--- src/rtl/spi_slave_pkg.sv ---
`default_nettype none
`timescale 1ns/1ps
// ============================================================================
// spi_slave_pkg: shared pad-mode, bit-count and tx-sequencer state encodings.
// Revision: 1.0
// ============================================================================
package spi_slave_pkg;

    localparam logic [1:0] SPI_STD_TX  = 2'b00;
    localparam logic [1:0] SPI_STD_RX  = 2'b01;
    localparam logic [1:0] SPI_QUAD_TX = 2'b10;
    localparam logic [1:0] SPI_QUAD_RX = 2'b11;

    localparam logic [7:0] BITS_STD_M1  = 8'd31;
    localparam logic [7:0] BITS_QUAD_M1 = 8'd7;

    localparam logic [1:0] ST_IDLE  = 2'd0;
    localparam logic [1:0] ST_DUMMY = 2'd1;
    localparam logic [1:0] ST_LOAD  = 2'd2;
    localparam logic [1:0] ST_SHIFT = 2'd3;

    typedef enum logic [1:0] {
        TXS_IDLE  = ST_IDLE,
        TXS_DUMMY = ST_DUMMY,
        TXS_LOAD  = ST_LOAD,
        TXS_SHIFT = ST_SHIFT
    } tx_ctrl_state_e;

endpackage
`default_nettype wire

--- src/rtl/spi_slave_tx_prefetch.sv ---
`default_nettype none
`timescale 1ns/1ps
// ============================================================================
// spi_slave_tx_prefetch: one-entry read-stream buffer with per-burst fetch cap.
// Revision: 1.0
// ============================================================================
module spi_slave_tx_prefetch
    import spi_slave_pkg::*;
#(
    parameter int LEN_W = 16
) (
    input  logic             clk_i,
    input  logic             rst_ni,
    input  logic             clear_i,
    input  logic             active_i,
    input  logic [LEN_W-1:0] len_i,
    input  logic [31:0]      rd_data_i,
    input  logic             rd_valid_i,
    output logic             rd_ready_o,
    input  logic             consume_i,
    output logic             buf_valid_o,
    output logic [31:0]      buf_data_o
);

    logic             buf_valid_q, buf_valid_d;
    logic [31:0]      buf_data_q, buf_data_d;
    logic [LEN_W-1:0] fetched_q, fetched_d;
    logic             w_fill;

    assign rd_ready_o  = active_i & ~buf_valid_q & (fetched_q < len_i);
    assign w_fill      = rd_valid_i & rd_ready_o;
    assign buf_valid_o = buf_valid_q;
    assign buf_data_o  = buf_data_q;

    // A fill only happens into an empty buffer, so a consume of the same
    // cycle never refers to the incoming word: that word is kept for later.
    always_comb begin
        buf_valid_d = buf_valid_q;
        buf_data_d  = buf_data_q;
        fetched_d   = fetched_q;
        if (clear_i) begin
            buf_valid_d = 1'b0;
            fetched_d   = '0;
        end else if (w_fill) begin
            buf_valid_d = 1'b1;
            buf_data_d  = rd_data_i;
            fetched_d   = fetched_q + LEN_W'(1);
        end else if (consume_i) begin
            buf_valid_d = 1'b0;
        end
    end

    always_ff @(posedge clk_i or negedge rst_ni) begin
        if (!rst_ni) begin
            buf_valid_q <= 1'b0;
            buf_data_q  <= '0;
            fetched_q   <= '0;
        end else begin
            buf_valid_q <= buf_valid_d;
            buf_data_q  <= buf_data_d;
            fetched_q   <= fetched_d;
        end
    end

endmodule
`default_nettype wire

--- src/rtl/spi_slave_tx_ctrl.sv ---
`default_nettype none
`timescale 1ns/1ps
// ============================================================================
// spi_slave_tx_ctrl: SPI slave tx sequencer (dummy wait, word load, shift).
// Revision: 1.0
// ============================================================================
module spi_slave_tx_ctrl
    import spi_slave_pkg::*;
#(
    parameter int          LEN_W        = 16,
    parameter int          DUMMY_W      = 5,
    parameter logic [31:0] FILL_PATTERN = 32'hDEAD_BEEF
) (
    input  logic               clk_i,
    input  logic               rst_ni,
    input  logic               start_i,
    input  logic [LEN_W-1:0]   len_i,
    input  logic               quad_i,
    input  logic [DUMMY_W-1:0] dummy_i,
    input  logic               abort_i,
    input  logic [31:0]        rd_data_i,
    input  logic               rd_valid_i,
    output logic               rd_ready_o,
    output logic [31:0]        tx_data_o,
    output logic               tx_data_valid_o,
    output logic [7:0]         tx_counter_o,
    output logic               tx_counter_upd_o,
    output logic               tx_en_quad_o,
    input  logic               tx_done_i,
    output logic [1:0]         pad_mode_o,
    output logic               busy_o,
    output logic               done_o,
    output logic               underflow_o
);

    logic [1:0]         state_q, state_d;
    logic [LEN_W-1:0]   words_left_q, words_left_d;
    logic [LEN_W-1:0]   len_q, len_d;
    logic               quad_q, quad_d;
    logic [DUMMY_W-1:0] dummy_cnt_q, dummy_cnt_d;
    logic               underflow_q, underflow_d;
    logic               done_q, done_d;

    logic               w_busy;
    logic               w_tx_phase;
    logic               w_last;
    logic               w_load;
    logic               w_buf_valid;
    logic [31:0]        w_buf_data;

    assign w_busy     = (state_q != ST_IDLE);
    assign w_tx_phase = (state_q == ST_LOAD) | (state_q == ST_SHIFT);
    assign w_last     = (words_left_q == '0);
    // Load strobe is combinational on tx_done_i so back-to-back words have no gap.
    assign w_load     = ~abort_i & ((state_q == ST_LOAD) |
                                    ((state_q == ST_SHIFT) & tx_done_i & ~w_last));

    spi_slave_tx_prefetch #(
        .LEN_W (LEN_W)
    ) u_prefetch (
        .clk_i       (clk_i),
        .rst_ni      (rst_ni),
        .clear_i     (abort_i | ~w_busy),
        .active_i    (w_busy),
        .len_i       (len_q),
        .rd_data_i   (rd_data_i),
        .rd_valid_i  (rd_valid_i),
        .rd_ready_o  (rd_ready_o),
        .consume_i   (w_load),
        .buf_valid_o (w_buf_valid),
        .buf_data_o  (w_buf_data)
    );

    always_comb begin
        state_d      = state_q;
        words_left_d = words_left_q;
        len_d        = len_q;
        quad_d       = quad_q;
        dummy_cnt_d  = dummy_cnt_q;
        underflow_d  = underflow_q;
        done_d       = 1'b0;
        if (abort_i) begin
            state_d = ST_IDLE;
        end else begin
            case (state_q)
                ST_IDLE: begin
                    if (start_i) begin
                        underflow_d = 1'b0;
                        if (len_i == '0) begin
                            done_d = 1'b1;
                        end else begin
                            len_d        = len_i;
                            words_left_d = len_i;
                            quad_d       = quad_i;
                            dummy_cnt_d  = dummy_i;
                            state_d      = (dummy_i != '0) ? ST_DUMMY : ST_LOAD;
                        end
                    end
                end
                ST_DUMMY: begin
                    if (dummy_cnt_q == DUMMY_W'(1)) begin
                        state_d = ST_LOAD;
                    end else begin
                        dummy_cnt_d = dummy_cnt_q - DUMMY_W'(1);
                    end
                end
                ST_LOAD: begin
                    state_d = ST_SHIFT;
                end
                ST_SHIFT: begin
                    if (tx_done_i && w_last) begin
                        state_d = ST_IDLE;
                        done_d  = 1'b1;
                    end
                end
                default: begin
                    state_d = ST_IDLE;
                end
            endcase
        end
        if (w_load) begin
            words_left_d = words_left_q - LEN_W'(1);
            if (!w_buf_valid) begin
                underflow_d = 1'b1;
            end
        end
    end

    always_ff @(posedge clk_i or negedge rst_ni) begin
        if (!rst_ni) begin
            state_q      <= ST_IDLE;
            words_left_q <= '0;
            len_q        <= '0;
            quad_q       <= 1'b0;
            dummy_cnt_q  <= '0;
            underflow_q  <= 1'b0;
            done_q       <= 1'b0;
        end else begin
            state_q      <= state_d;
            words_left_q <= words_left_d;
            len_q        <= len_d;
            quad_q       <= quad_d;
            dummy_cnt_q  <= dummy_cnt_d;
            underflow_q  <= underflow_d;
            done_q       <= done_d;
        end
    end

    assign tx_data_valid_o  = w_load;
    assign tx_counter_upd_o = w_load;
    assign tx_data_o        = w_load ? (w_buf_valid ? w_buf_data : FILL_PATTERN) : 32'h0;
    assign tx_counter_o     = quad_q ? BITS_QUAD_M1 : BITS_STD_M1;
    assign tx_en_quad_o     = w_busy & quad_q;
    assign pad_mode_o       = w_tx_phase ? (quad_q ? SPI_QUAD_TX : SPI_STD_TX) : SPI_STD_RX;
    assign busy_o           = w_busy;
    assign done_o           = done_q;
    assign underflow_o      = underflow_q;

endmodule
`default_nettype wire

--- config.mk ---
export PLATFORM = sky130hd
export DESIGN_NAME = spi_slave_tx_ctrl
export DESIGN_NICKNAME = d
export VERILOG_FILES = /design/src/rtl/spi_slave_pkg.sv /design/src/rtl/spi_slave_tx_prefetch.sv /design/src/rtl/spi_slave_tx_ctrl.sv
export SDC_FILE = /design/constraint.sdc
export NUM_CORES = 1
export LEC_CHECK = 0
export ABC_AREA = 1
export BUFFER_PORTS_ARGS = -buffer_cell sky130_fd_sc_hd__buf_2
export CAP_MARGIN = 40
export CORE_MARGIN = 4
export CORE_UTILIZATION = 60
export CTS_CLUSTER_DIAMETER = 200
export DETAILED_ROUTE_END_ITERATION = 8
export PLACE_DENSITY = 0.85
export SETUP_SLACK_MARGIN = 0.5
export SYNTH_ARGS = -nofsm -noshare
export SYNTH_HDL_FRONTEND = slang
export SYNTH_SLANG_ARGS = --single-unit
--- constraint.sdc ---
create_clock -name clk_i -period 5.9 [get_ports clk_i]
set_clock_uncertainty 0.05 [all_clocks]
set_input_delay 0.885 -clock clk_i [delete_from_list [all_inputs] [get_ports clk_i]]
set_output_delay 0.885 -clock clk_i [all_outputs]
set_load 0.1 [all_outputs]
==> run metrics <==
Initial Utilization=between 60 and 70%; Area growth syn-to-layout=11.5%; placed cells=approximately 960; Die Width=105 µm; Crit path max-delay family=simple AND/OR/NAND/NOR gates; ys flop type=dfrtp_1; htree depth=3; CTS max path bufs=2; antenna violations before repair=0; async set or reset register ratio after synthesis=100%; FF-to-FF End=words_left_q[10]; final hold viol count=0; core area=approximately 0.0092 mm²; Hold Crit Class=in2async; WL/cell=approximately 15 µm; largest fanout on the critical path=33; CTS hold repair buffers=0; Detailed Route WL=between 10 and 15 mm; status=completed; Die Area=0.0111 mm²; Post-synth EDFFs=0; Rows=35; clk root buf=clkbuf_8; R2R depth=10; vias in the first global route=5187; Slew headroom=between 30% and 40%; 1st-iter DRT viols=397; Critical Path Sink Type=output port; DR pass1 iterations=8; TritonCTS clock tree=built; Die Ht=between 100 and 150 µm; total CTS buffers=9; Setup TNS=0 ns; clk sink count=91; syn avg cell area=about 7.4 µm²; Final Non-Filler Cells=980; Post-Syn Area=0.00567 mm²; R2R Path Start=state_q[0]; synth unique cells=39; post-CTS sizing=0; Synth top cells by count=232 x nand2_1, 124 x nor2_1, 91 x dfrtp_1, 55 x inv_1, 46 x nand3_1; most area-hungry cell type in the Yosys netlist=dfrtp_1; post-CTS setup buffer count=0; Syn. warnings=0; Static Leak=approximately 3.5 nW; Routed Antenna Nets=0; WS Path Type=reg2out; Vias/cell=between 5 and 6; Synth Register Bits=~90; Min Clock Period, post-route=slightly above 4 ns; pwr/cell area=roughly 460 mW/mm²; area share of the largest cell type after synthesis=about 40%; register area share after synthesis=roughly 40%; cell with the most instances after synthesis=nand2_1; final setup vio count=0; max cap viols=0; Worst Path Buf+Inv=4; Final period util=between 60% and 70%; Max Freq=roughly 250 MHz; Slew Viols, Final=0; synth top area cells=dfrtp_1 40%, nand2_1 15%, nor2_1 8.2%, ha_1 5.3%, nand4_1 4.4%; crit path from=words_left_q[0]; Max VDD drop=0.000322 V; Clock Latency Late Sink=between 0.3 and 0.4 ns; I/O Buffers=just over 100; io pins=between 100 and 150; # DRC=0; Worst path slowest cell=nand2_1; Syn Inst Count=768; crit path DAT=roughly 3 ns; GP Congestion=roughly 0.93; crit path cell chain=inv_1 -> ha_1 -> inv_1 -> nor3_2 -> nand2_1 -> nand2_1 -> nand2_1 -> nand2_1 -> buf_4 -> nor2_1 -> buf_2; CTS clock-pin slew for the worst setup and hold paths=0.10 ns; CP max stage delay=0.58 ns; total chip power=just under 3 mW; largest net degree at the start of global routing=56; NumNets Final=930; fin area=~0.0063 mm²; RSZ-0062 raised after global routing=false; post-place instance area=roughly 0.0061 mm²; first-pass GRT wire length=roughly 25 mm; via count=around 5400; Overflow after GRT=0; proportion of layout cells with a drive suffix above 1=16.1%; R2R Setup Slk=approximately 3.2 ns; hpwl dp=between 10 and 15 mm; Req. time, crit path=4.97 ns; Tot GR Track Use=a little over a quarter; Worst-Margin Slew=about 0.94 ns; Critical Path Most Common Cell=nand2_1; ant diodes=0; Startpoint Class=flop
## kinds of logic (layout without fill, tap and decap cells)
family	after synthesis	after routing	synth area share (%)
AND/OR/NAND/NOR	467	467	35.5
buffers and inverters	100	179	9.00
flip-flops	91	91	40.1
AO/OA/AOI/OAI	58	58	5.89
XOR/XNOR	26	26	4.02
adder cells (fa/ha/maj)	24	24	5.29
other	2	6	0.132
## routing by layer
layer / GRT usage (%) / vias up / wire length, µm
met3: 3.12 / 32 / 879
met4: 10.3 / 0 / 329
met1: 37.2 / 2555 / 6310
met5: 0 / - / 0
met2: 44.7 / 213 / 6910
li1: - / 2614 / -
## cells in the final DEF, fill, tap and decap left out, drive strengths merged, types with 2 or more instances in the layout
| cell type | instances |
|---|---|
| a31oi | 3 |
| nor4 | 3 |
| nand2 | 234 |
| buf | 106 |
| xor2 | 19 |
| nor3 | 12 |
| o211ai | 4 |
| nand4 | 41 |
| a21oi | 8 |
| clkbuf | 9 |
| o21ai | 39 |
| clkinvlp | 2 |
| nand3 | 48 |
| ha | 24 |
| conb | 6 |
| inv | 61 |
| dfrtp | 91 |
| nor2 | 128 |
| xnor2 | 7 |
## sequential cells by signal (all words and copies together) (netlist names), 2 cells and up
register and cells:
dummy_cnt_q 5, u_prefetch.buf_data_o 32, len_q 16, words_left_q 16
state_q 2, u_prefetch.fetched_q 16
## area by class of cell
| class | count | area, µm² |
|---|---|---|
| Multi-Input combinational cell | 581 | 2900 |
| Inverter | 57 | 216 |
| Timing Repair Buffer | 106 | 563 |
| Clock inverter | 7 | 82.6 |
| Tap cell | 129 | 161 |
| Clock buffer | 9 | 124 |
| Fill cell | 766 | 2920 |
| Sequential cell | 91 | 2280 |
## worst reg2reg max path, delay by kind of cell (launching register included)
kind	cells	cell delay [ns]
and+or+nand+nor	6	1.01
buffers and inverters	2	0.63
adders and majority gates	1	0.47
DFF	1	0.42
AOI/OAI and AO/OA	1	0.12
## worst max-delay path by stage
stage	to	slack (ns)	cells past startpoint
after floorplan	pad_mode_o[1]	2.08	4
after global placement	tx_data_o[9]	2.28	9
after detailed placement	tx_data_o[24]	2.18	9
after CTS	rd_ready_o	1.89	8
after global routing	tx_data_o[24]	1.60	11
final	tx_data_o[24]	1.87	11
## stage by stage
step                utilization, %  hold slack (ns)  setup slack, ns
detailed placement            66.2            0.416             2.18
global placement              65.9            0.412             2.28
CTS                           68.4            0.332             1.89
floorplan                        -            0.399             2.08
finish                        68.4            0.331             1.87
global route                  68.4            0.345             1.60
## where the power goes
group          switching, mW  internal, mW  total, mW
Sequential             0.168         0.865       1.03
Clock                  0.244         0.203      0.447
Combinational           1.07         0.361       1.43
Total                   1.48          1.43       2.91
Note: power is estimated with default switching activity, not from simulation.
